==> src/rtl/sym_serializer.sv <==
// sym_serializer: loads a DATA_W-bit word and emits it MSB pair first as
// DATA_W/2 consecutive 2-bit symbols for a downstream sequence detector.
// Optional macro SYM_GUARD_EN inserts one GUARD cycle after every word,
// which stops back-to-back words and forces an idle 00 symbol between them.
module sym_serializer #(
    parameter int DATA_W = 8
) (
    input  logic              clk,
    input  logic              rst_n,
    input  logic [DATA_W-1:0] data,
    input  logic              in_valid,
    output logic              in_ready,
    output logic [1:0]        num,
    output logic              num_valid,
    output logic              busy
);

    localparam int NSYM  = DATA_W / 2;
    localparam int CNT_W = (NSYM > 1) ? $clog2(NSYM) : 1;
    localparam logic [CNT_W-1:0] LAST_CNT = CNT_W'(NSYM - 1);

`ifdef SYM_GUARD_EN
    typedef enum logic [1:0] {
        IDLE  = 2'd0,
        SHIFT = 2'd1,
        GUARD = 2'd2
    } state_t;
`else
    typedef enum logic {
        IDLE  = 1'b0,
        SHIFT = 1'b1
    } state_t;
`endif

    state_t            state;
    state_t            next_state;
    logic [DATA_W-1:0] shreg;
    logic [CNT_W-1:0]  cnt;
    logic              accept;
    logic              load;
    logic              advance;

    // Readiness depends only on registered state so it never loops back
    // combinationally through in_valid.
    always_comb begin
        in_ready = 1'b0;
`ifdef SYM_GUARD_EN
        in_ready = (state == IDLE);
`else
        in_ready = (state == IDLE) || ((state == SHIFT) && (cnt == LAST_CNT));
`endif
        accept = in_valid && in_ready;
    end

    // State register; reset aborts any in-flight word immediately.
    always_ff @(posedge clk or negedge rst_n) begin
        if (!rst_n) begin
            state <= IDLE;
        end else begin
            state <= next_state;
        end
    end

    // Next-state logic plus the load/advance strobes for the datapath.
    always_comb begin
        next_state = state;
        load       = 1'b0;
        advance    = 1'b0;
        case (state)
            IDLE: begin
                if (accept) begin
                    next_state = SHIFT;
                    load       = 1'b1;
                end
            end
            SHIFT: begin
                if (cnt == LAST_CNT) begin
`ifdef SYM_GUARD_EN
                    next_state = GUARD;
`else
                    if (accept) begin
                        next_state = SHIFT;
                        load       = 1'b1;
                    end else begin
                        next_state = IDLE;
                    end
`endif
                end else begin
                    advance = 1'b1;
                end
            end
`ifdef SYM_GUARD_EN
            GUARD: begin
                next_state = IDLE;
            end
`endif
            default: begin
                next_state = IDLE;
            end
        endcase
    end

    // Shift register and symbol counter: load on accept, otherwise step one
    // pair toward the MSB end while the word is still in flight.
    always_ff @(posedge clk or negedge rst_n) begin
        if (!rst_n) begin
            shreg <= '0;
            cnt   <= '0;
        end else if (load) begin
            shreg <= data;
            cnt   <= '0;
        end else if (advance) begin
            shreg <= shreg << 2;
            cnt   <= cnt + CNT_W'(1);
        end
    end

    // Symbol outputs: the top pair of the shift register while shifting,
    // the detector-clearing idle symbol 00 otherwise.
    always_comb begin
        busy      = (state == SHIFT);
        num_valid = (state == SHIFT);
        num       = 2'b00;
        if (state == SHIFT) begin
            num = shreg[DATA_W-1 -: 2];
        end
    end

endmodule
==> config.mk <==
export PLATFORM = sky130hd
export DESIGN_NAME = sym_serializer
export DESIGN_NICKNAME = d
export VERILOG_FILES = /design/src/rtl/sym_serializer.sv
export SDC_FILE = /design/constraint.sdc
export NUM_CORES = 1
export LEC_CHECK = 0
export BUFFER_PORTS_ARGS = -buffer_cell sky130_fd_sc_hd__buf_2
export CORE_AREA = 2 2 50 52
export DETAILED_ROUTE_END_ITERATION = 12
export DIE_AREA = 0 0 52 54
export GPL_ROUTABILITY_DRIVEN = 0
export PLACE_DENSITY = 0.4
export SYNTH_ARGS = -nofsm -noshare
export SYNTH_HDL_FRONTEND = slang
export SYNTH_SLANG_ARGS = --single-unit
==> constraint.sdc <==
create_clock -name clk -period 1.71 [get_ports clk]
set_input_delay 0 -clock clk [delete_from_list [all_inputs] [get_ports clk]]
set_output_delay 0 -clock clk [all_outputs]
set_load 0.02 [all_outputs]
=== Yosys cells after proc, flatten, opt, wreduce, memory -nomap -nowiden ===
Index checks and enable logic that the tools add are counted.

* Register bits: 11
* Input port bits: 11
* Word-level logic and storage cells: 22

* Add/sub/neg operators: 1
* Equal/unequal tests: 1
* Muxes and demuxes: 12
* Bitwise logic cells: 1
* Reduce and logical (&&, ||, !) cells: 4

{| class="wikitable"
|+ Operator list
! cell !! count
|-
| $mux W8 || 2
|-
| $mux W2 || 3
|-
| $mux W1 || 5
|-
| $pmux W1 S2 || 2
|-
| $add A2 B1 Y2 const B || 1
|-
| $eq A2 B2 Y1 const B || 1
|-
| $logic_and A1 B1 Y1 || 2
|-
| $reduce_bool A2 Y1 || 1
|-
| $logic_or A1 B1 Y1 || 1
|-
| $not A1 Y1 || 1
|}

=== Logic depth before layout (Yosys ltp) ===
Gate-level depths: netlist of run 1.

* Depth after elaboration: 8
* Depth in mapped cells: 6
* Mapped depth without buffers: 4

=== Worst setup path after synthesis of run 1 ===
Ideal clock, no wire load.

* Path kind: register -> register
* Start: register cnt[0]
* End: register cnt[0]
* Setup time: 0.080 ns
* Arrival time: 1.119 ns
* Setup slack: 0.511 ns
* Cell stages (with the launch flop): 6
* Buffers on the path: 1
* Period minus slack after synthesis: 1.199 ns
* Cell sequence: dfrtp_1 -> ha_1 -> nor2b_4 -> buf_6 -> inv_1 -> mux2i_4

* Cells in the longest elaborated chain, start to end: 8

{| class="wikitable"
|+ Ends and longest elaborated chain
! item !! RTL line !! source
|-
| start, declared || 38 || <nowiki>logic [CNT_W-1:0] cnt;</nowiki>
|-
| start signal, assigned || 114 || <nowiki>cnt <= cnt + CNT_W'(1);</nowiki>
|-
| $eq A2 B2 Y1 * || 50 || <nowiki>in_ready = (state == IDLE) || ((state == SHIFT) && (cnt == LAST_CNT));</nowiki>
|-
| $logic_and A1 B1 Y1 * || 50 ||
|-
| $logic_or A1 B1 Y1 * || 50 ||
|-
| named net in_ready || 12 || <nowiki>output logic in_ready,</nowiki>
|-
| $logic_and A1 B1 Y1 * || 52 || <nowiki>accept = in_valid && in_ready;</nowiki>
|-
| $mux W1 * || 71, 81 ||
|-
| $mux W1 || 77 || <nowiki>if (cnt == LAST_CNT) begin</nowiki>
|-
| $pmux W1 S2 * || 69 || <nowiki>case (state)</nowiki>
|-
| $mux W2 / $reduce_bool A2 Y1 (equally long branches) || - ||
|}

The timed path passes the listed nets; every way through them passes the cells marked *. The select of a mux whose other input is x is not followed.
A chain may end at the register's enable or synchronous reset.

=== Final worst setup path of run 1 ===
* Start: register cnt[0]
* End: output port in_ready

* Cells in the longest elaborated chain, start to end: 3

{| class="wikitable"
|+ Ends and longest elaborated chain
! item !! RTL line
|-
| $eq A2 B2 Y1 || 50
|-
| $logic_and A1 B1 Y1 || 50
|-
| $logic_or A1 B1 Y1 || 50
|-
| end, declared || 12
|}

Every way passes these cells.

==> results of run 1 <==
-- worst min-delay path: stages --
cell	delay, ps
buf_2	80
mux2i_1	60
o21ai_1	100
-- how the worst max path moves through the flow --
stage | cells past startpoint | to | slack [ps] | start
CTS | 4 | in_ready | 70 | cnt[0]
global placement | 4 | cnt[0] | 360 | cnt[0]
global route | 4 | in_ready | 270 | cnt[0]
finish | 4 | in_ready | 340 | cnt[0]
detailed placement | 4 | cnt[0] | 310 | cnt[0]
floorplan | 5 | cnt[0] | 510 | cnt[0]
-- power breakdown --
part	leakage (nW)	switching, mW	total [mW]	internal (mW)
clock	0.0150	0.0879	0.178	0.0901
combinational	0.197	0.258	0.502	0.244
sequential	0.140	0.0594	0.420	0.361
-- cells in the mapped netlist --
master    number
or2_4          1
nor2b_4        1
nor2_1         2
buf_2          1
mux2i_4        1
ha_1           1
buf_6          1
dfrtp_1       11
buf_4          2
mux2i_1        8
inv_1          1
o21ai_0        2
and2_1         2
nand2_1        7
o21ai_1        5
nand2b_1       1
-- logic make-up after synthesis --
group,synth area share
adder cells (fa/ha/maj),0.02336
multiplexers,0.1916
buffers and inverters,0.06540
AO/OA/AOI/OAI,0.06541
flip-flops,0.5140
AND/OR/NAND/NOR,0.1402
-- metal layers --
metal  up-vias  global-route usage  wire (um)
met3         2             0.01667         49
met4         0             0.06579         19
li1        198                   -          -
met5         -                   0          0
met2        12              0.1181        441
met1       174              0.1075        463
-- repair_timing --
action	4_1_cts	5_1_grt
hold endpoints to repair	13	0
setup endpoints to repair	0	1
setup buffers	0	3
hold buffers	3	0
-- through the flow --
step                total power, mW  area, um2
global placement             0.8688      616.8
finish                        1.100      695.7
floorplan                    0.8187      535.5
detailed placement           0.8738      616.8
global route                  1.197      695.7
CTS                           1.064      673.1
-- area by class of cell --
class                           count  area (um2)
Clock buffer                        4       26.28
Timing Repair Buffer               21       127.6
Sequential cell                    11       275.3
Multi-Input combinational cell     31       225.2
Tap cell                           30       37.54
Fill cell                         253        1624
Inverter                            1       3.754
-- flip-flops by register name, indices dropped and copies added (netlist names) --
name and cells:
busy 1, shreg 8, cnt 2
-- placed cells by master (no fill, tap or decap) --
| master | count |
|---|---|
| and2_1 | 2 |
| buf_2 | 15 |
| buf_4 | 3 |
| clkbuf_1 | 1 |
| clkbuf_4 | 3 |
| dfrtp_1 | 11 |
| dlygate4sd3_1 | 3 |
| ha_1 | 1 |
| inv_1 | 1 |
| mux2i_1 | 8 |
| mux2i_4 | 1 |
| nand2_1 | 7 |
| nand2b_1 | 1 |
| nor2_1 | 2 |
| nor2b_4 | 1 |
| o21ai_0 | 2 |
| o21ai_1 | 5 |
| or2_4 | 1 |
==> impl_metrics.tcl, run 1 <==
set metrics [dict create \
    cts_made_buffers 3 \
    drtIter0Drc 5 \
    rows 18 \
    final_hold_viol_count 0 \
    finalClockSkew_ps 2.240 \
    finalCriticalPeriod_ps 1367 \
    die_h_um 54 \
    crit_path_end_kind "output port" \
    dp_worst_setup_slack_ps 310.5 \
    track_usage 0.08255 \
    cts_tree "built" \
    hp-start "data[2]" \
    worst_pin_slew_ps 281.4 \
    rr_endpoint "shreg[4]" \
    grt_max_degree 19 \
    r2r_cells 4 \
    yosysTopAreaCellShare 0.5140 \
    worstHoldPathCells 3 \
    slew_headroom 0.8124 \
    clk_latency_ps 260 \
    yosysTopAreaCell "dfrtp_1" \
    path_cells "ha_1 -> nor2b_4 -> inv_1 -> buf_2" \
    drv_slew 0 \
    diodes 0 \
    dp_hpwl_um 672.1 \
    p_per_area_nw_per_um2 1581 \
    avgRoutedWirePerCell_um 9.949 \
    clockRootBuffer "clkbuf_4" \
    vdd_drop_max_v 0.0005127 \
    crit_fanout 5 \
    grt_first_pass_wirelength_um 1593 \
    layout.nets 81 \
    routed_wirelength_um 975 \
    avgViaCountPerCell 3.939 \
    cts.repair.resized 0 \
    stdcell_count 98 \
    overflow 0 \
    rr_startpoint "cnt[0]" \
    ys_types 16 \
    die-area_um2 2808 \
    core_area_um2 2320 \
    drive_gt1_frac 0.3529 \
    clk_pin_slew_ps 70 \
    antenna_found_initial 0 \
    setup_tns_ps 0 \
    r2r_slack_ps 460 \
    yosysWarnings 0 \
    worstSetupStartpointType "register" \
    place_inst 88 \
    finish.utilization 0.2999 \
    first_pass_iters 3 \
    htree_levels 1 \
    grt_setup_unrepaired "false" \
    start_util 0.2309 \
    area_growth_pct 29.91 \
    fmax_mhz 731.6 \
    leakage_nw 0.3524 \
    clock-sinks 11 \
    hp-class "in2reg" \
    synth_area_per_cell_um2 11.39 \
    crit_arrival_ps 1370 \
    drv_cap 0 \
    timing.hold.ws_ps 11.89 \
    setup_viol 0 \
    synth-seq-area-share 0.5140 \
    syn_area_um2 535.5 \
    ys_ff_latch 11 \
    antenna_left 0 \
    clk_path_buf_depth 2 \
    max_stage_delay_ps 430 \
    syn-num-nets 59 \
    syn_inst 47 \
    fin_crit_sh 0.7994 \
    fp.dieW_um 52 \
    worst_ep_required_time_ps 1710 \
    crit_type "reg2out" \
    portBuffers 15 \
    slowest_stage "dfrtp_1" \
    cp_num_buf_inv 2 \
    grt_pass1_vias 346 \
    vias 386 \
    outcome "finished clean" \
    drc 0 \
    whs_endpoint "shreg[2]" \
    cpLargestDelayFamily "flip-flops" \
    worst_slack_ps 343.1 \
    synth_area_leaders "dfrtp_1, mux2i_1, nand2_1" \
    io_pins 16 \
]
Power figures use the tool's default switching activity.
==> inputs of run 2 (changes only) <==
==> constraint.sdc (replaced) <==
create_clock -name clk -period 1.4 [get_ports clk]
set_input_delay 0 -clock clk [delete_from_list [all_inputs] [get_ports clk]]
set_output_delay 0 -clock clk [all_outputs]
set_load 0.02 [all_outputs]
==> impl_metrics.tcl, run 2 (synthesis gave the netlist of run 1 again) <==
set metrics [dict create \
    outcome "finished clean" \
    clockRootBuffer "clkbuf_4" \
    finalCriticalPeriod_ps 1280 \
    leakage_nw 0.3527 \
    diodes 0 \
    endpoint "in_ready" \
    setup_viol 0 \
    htree_levels 1 \
    grt_max_degree 12 \
    first_pass_iters 2 \
    vdd_drop_max_v 0.0007020 \
    grt_pass1_vias 402 \
    clock-sinks 11 \
    setup.worst_path.start "cnt[0]" \
    rr_endpoint "shreg[4]" \
    final_cell_mix "buf_2, dfrtp_1, mux2i_1" \
    p_total_mw 1.350 \
    worstSetupStartpointType "register" \
    worst_pin_slew_ps 279.7 \
    hp-class "in2reg" \
    clk_latency_ps 260 \
    route.top_layer_used "met3" \
    crit_type "reg2out" \
    placed_area_um2 631.9 \
    slew_headroom 0.8135 \
    final_hold_viol_count 0 \
    vias 384 \
    drive_gt1_frac 0.3529 \
    avgRoutedWirePerCell_um 10.15 \
    final_area_um2 695.7 \
    crit_path_end_kind "output port" \
    top_register "shreg" \
    drv_slew 0 \
    slowest_stage "dfrtp_1" \
    dp_hpwl_um 720.1 \
    grt_setup_unrepaired "false" \
    crit_fanout 4 \
    die-area_um2 2808 \
    crit_arrival_ps 1280 \
    area_growth_pct 29.91 \
    antenna_found_initial 0 \
    start_util 0.2309 \
    drtIter0Drc 3 \
    finalClockSkew_ps 0.8324 \
    cts_tree "built" \
    core_area_um2 2320 \
    portBuffers 15 \
    stdcell_count 98 \
    fp.dieW_um 52 \
    io_pins 16 \
    met3_length_um 52 \
    dp_worst_setup_slack_ps 198.3 \
    path_depth 4 \
    largest_reg_flops 8 \
    cpLargestDelayFamily "flip-flops" \
    r2r_cells 4 \
    fin_crit_sh 0.9142 \
    nFillCells 262 \
    fmax_mhz 781.3 \
    p_per_area_nw_per_um2 1940 \
    path_cells "ha_1 -> nor2b_4 -> inv_1 -> buf_2" \
    place_inst 90 \
    wl_met2_um 447 \
    clk_path_buf_depth 2 \
    m1WireLength_um 495 \
    layout.nets 81 \
    drc 0 \
    cts_made_buffers 3 \
    r2r_slack_ps 250 \
    cp_num_buf_inv 2 \
    worst_slack_ps 120.1 \
    drv_cap 0 \
    antenna_left 0 \
    rows 18 \
    worst_ep_required_time_ps 1400 \
    grt_first_pass_wirelength_um 1766 \
    final_common_cell "buf_2" \
    die_h_um 54 \
    setup_tns_ps 0 \
    avgViaCountPerCell 3.918 \
    overflow 0 \
    clk_pin_slew_ps 70 \
    track_usage 0.08749 \
    routed_wirelength_um 995 \
    rr_startpoint "cnt[0]" \
    max_stage_delay_ps 390 \
]
-- run 2: area by class of cell --
| cell class | instances | area [um2] | share of cell area |
|---|---|---|---|
| sequential | 11 | 275.3 | 0.3957 |
| timing repair buffer | 21 | 127.6 | 0.1835 |
| tap | 30 | 37.54 | 0.05396 |
| multi-input combinational | 31 | 225.2 | 0.3237 |
| clock buffer | 4 | 26.28 | 0.03777 |
| inverter | 1 | 3.754 | 0.005396 |
-- run 2: per-stage QoR --
step	utilization	hold WS, ps
floorplan	-	-295.6
global placement	0.2724	-110.9
global route	0.2999	8.207
finish	0.2999	8.803
detailed placement	0.2724	-107.3
CTS	0.2967	0.3692
-- run 2: worst min path at each step --
stage / start / endpoint / slack (ps) / cells after the start
finish: data[2] / shreg[2] / 9 / 3
global route: data[2] / shreg[2] / 8 / 3
CTS: data[2] / shreg[2] / 0.4 / 3
detailed placement: rst_n / shreg[4] / -110 / 1
global placement: rst_n / shreg[0] / -110 / 1
floorplan: rst_n / busy / -300 / 0
-- run 2: tightest hold or removal path, stage by stage --
cell and delay (ps):
buf_2 70, mux2i_1 60, o21ai_1 100
-- run 2: repair_timing --
item,CTS,global route
hold buffers,3,0
endpoints found under the setup margin,0,1
resized for setup,0,0
setup buffers,0,1
endpoints found under the hold margin,13,0
-- run 2: per-layer routing --
| layer | up-vias | global-route usage |
|---|---|---|
| met3 | 0 | 0.01944 |
| li1 | 199 | - |
| met1 | 173 | 0.1029 |
| met2 | 12 | 0.1456 |
| met5 | - | 0 |
| met4 | 0 | 0.05263 |
-- run 2: where the power goes --
part	total (mW)	internal, mW	leakage (nW)	switching (mW)
combinational	0.628	0.299	0.198	0.329
sequential	0.506	0.441	0.140	0.0647
clock	0.217	0.110	0.0150	0.107
total	1.35	0.850	0.353	0.500
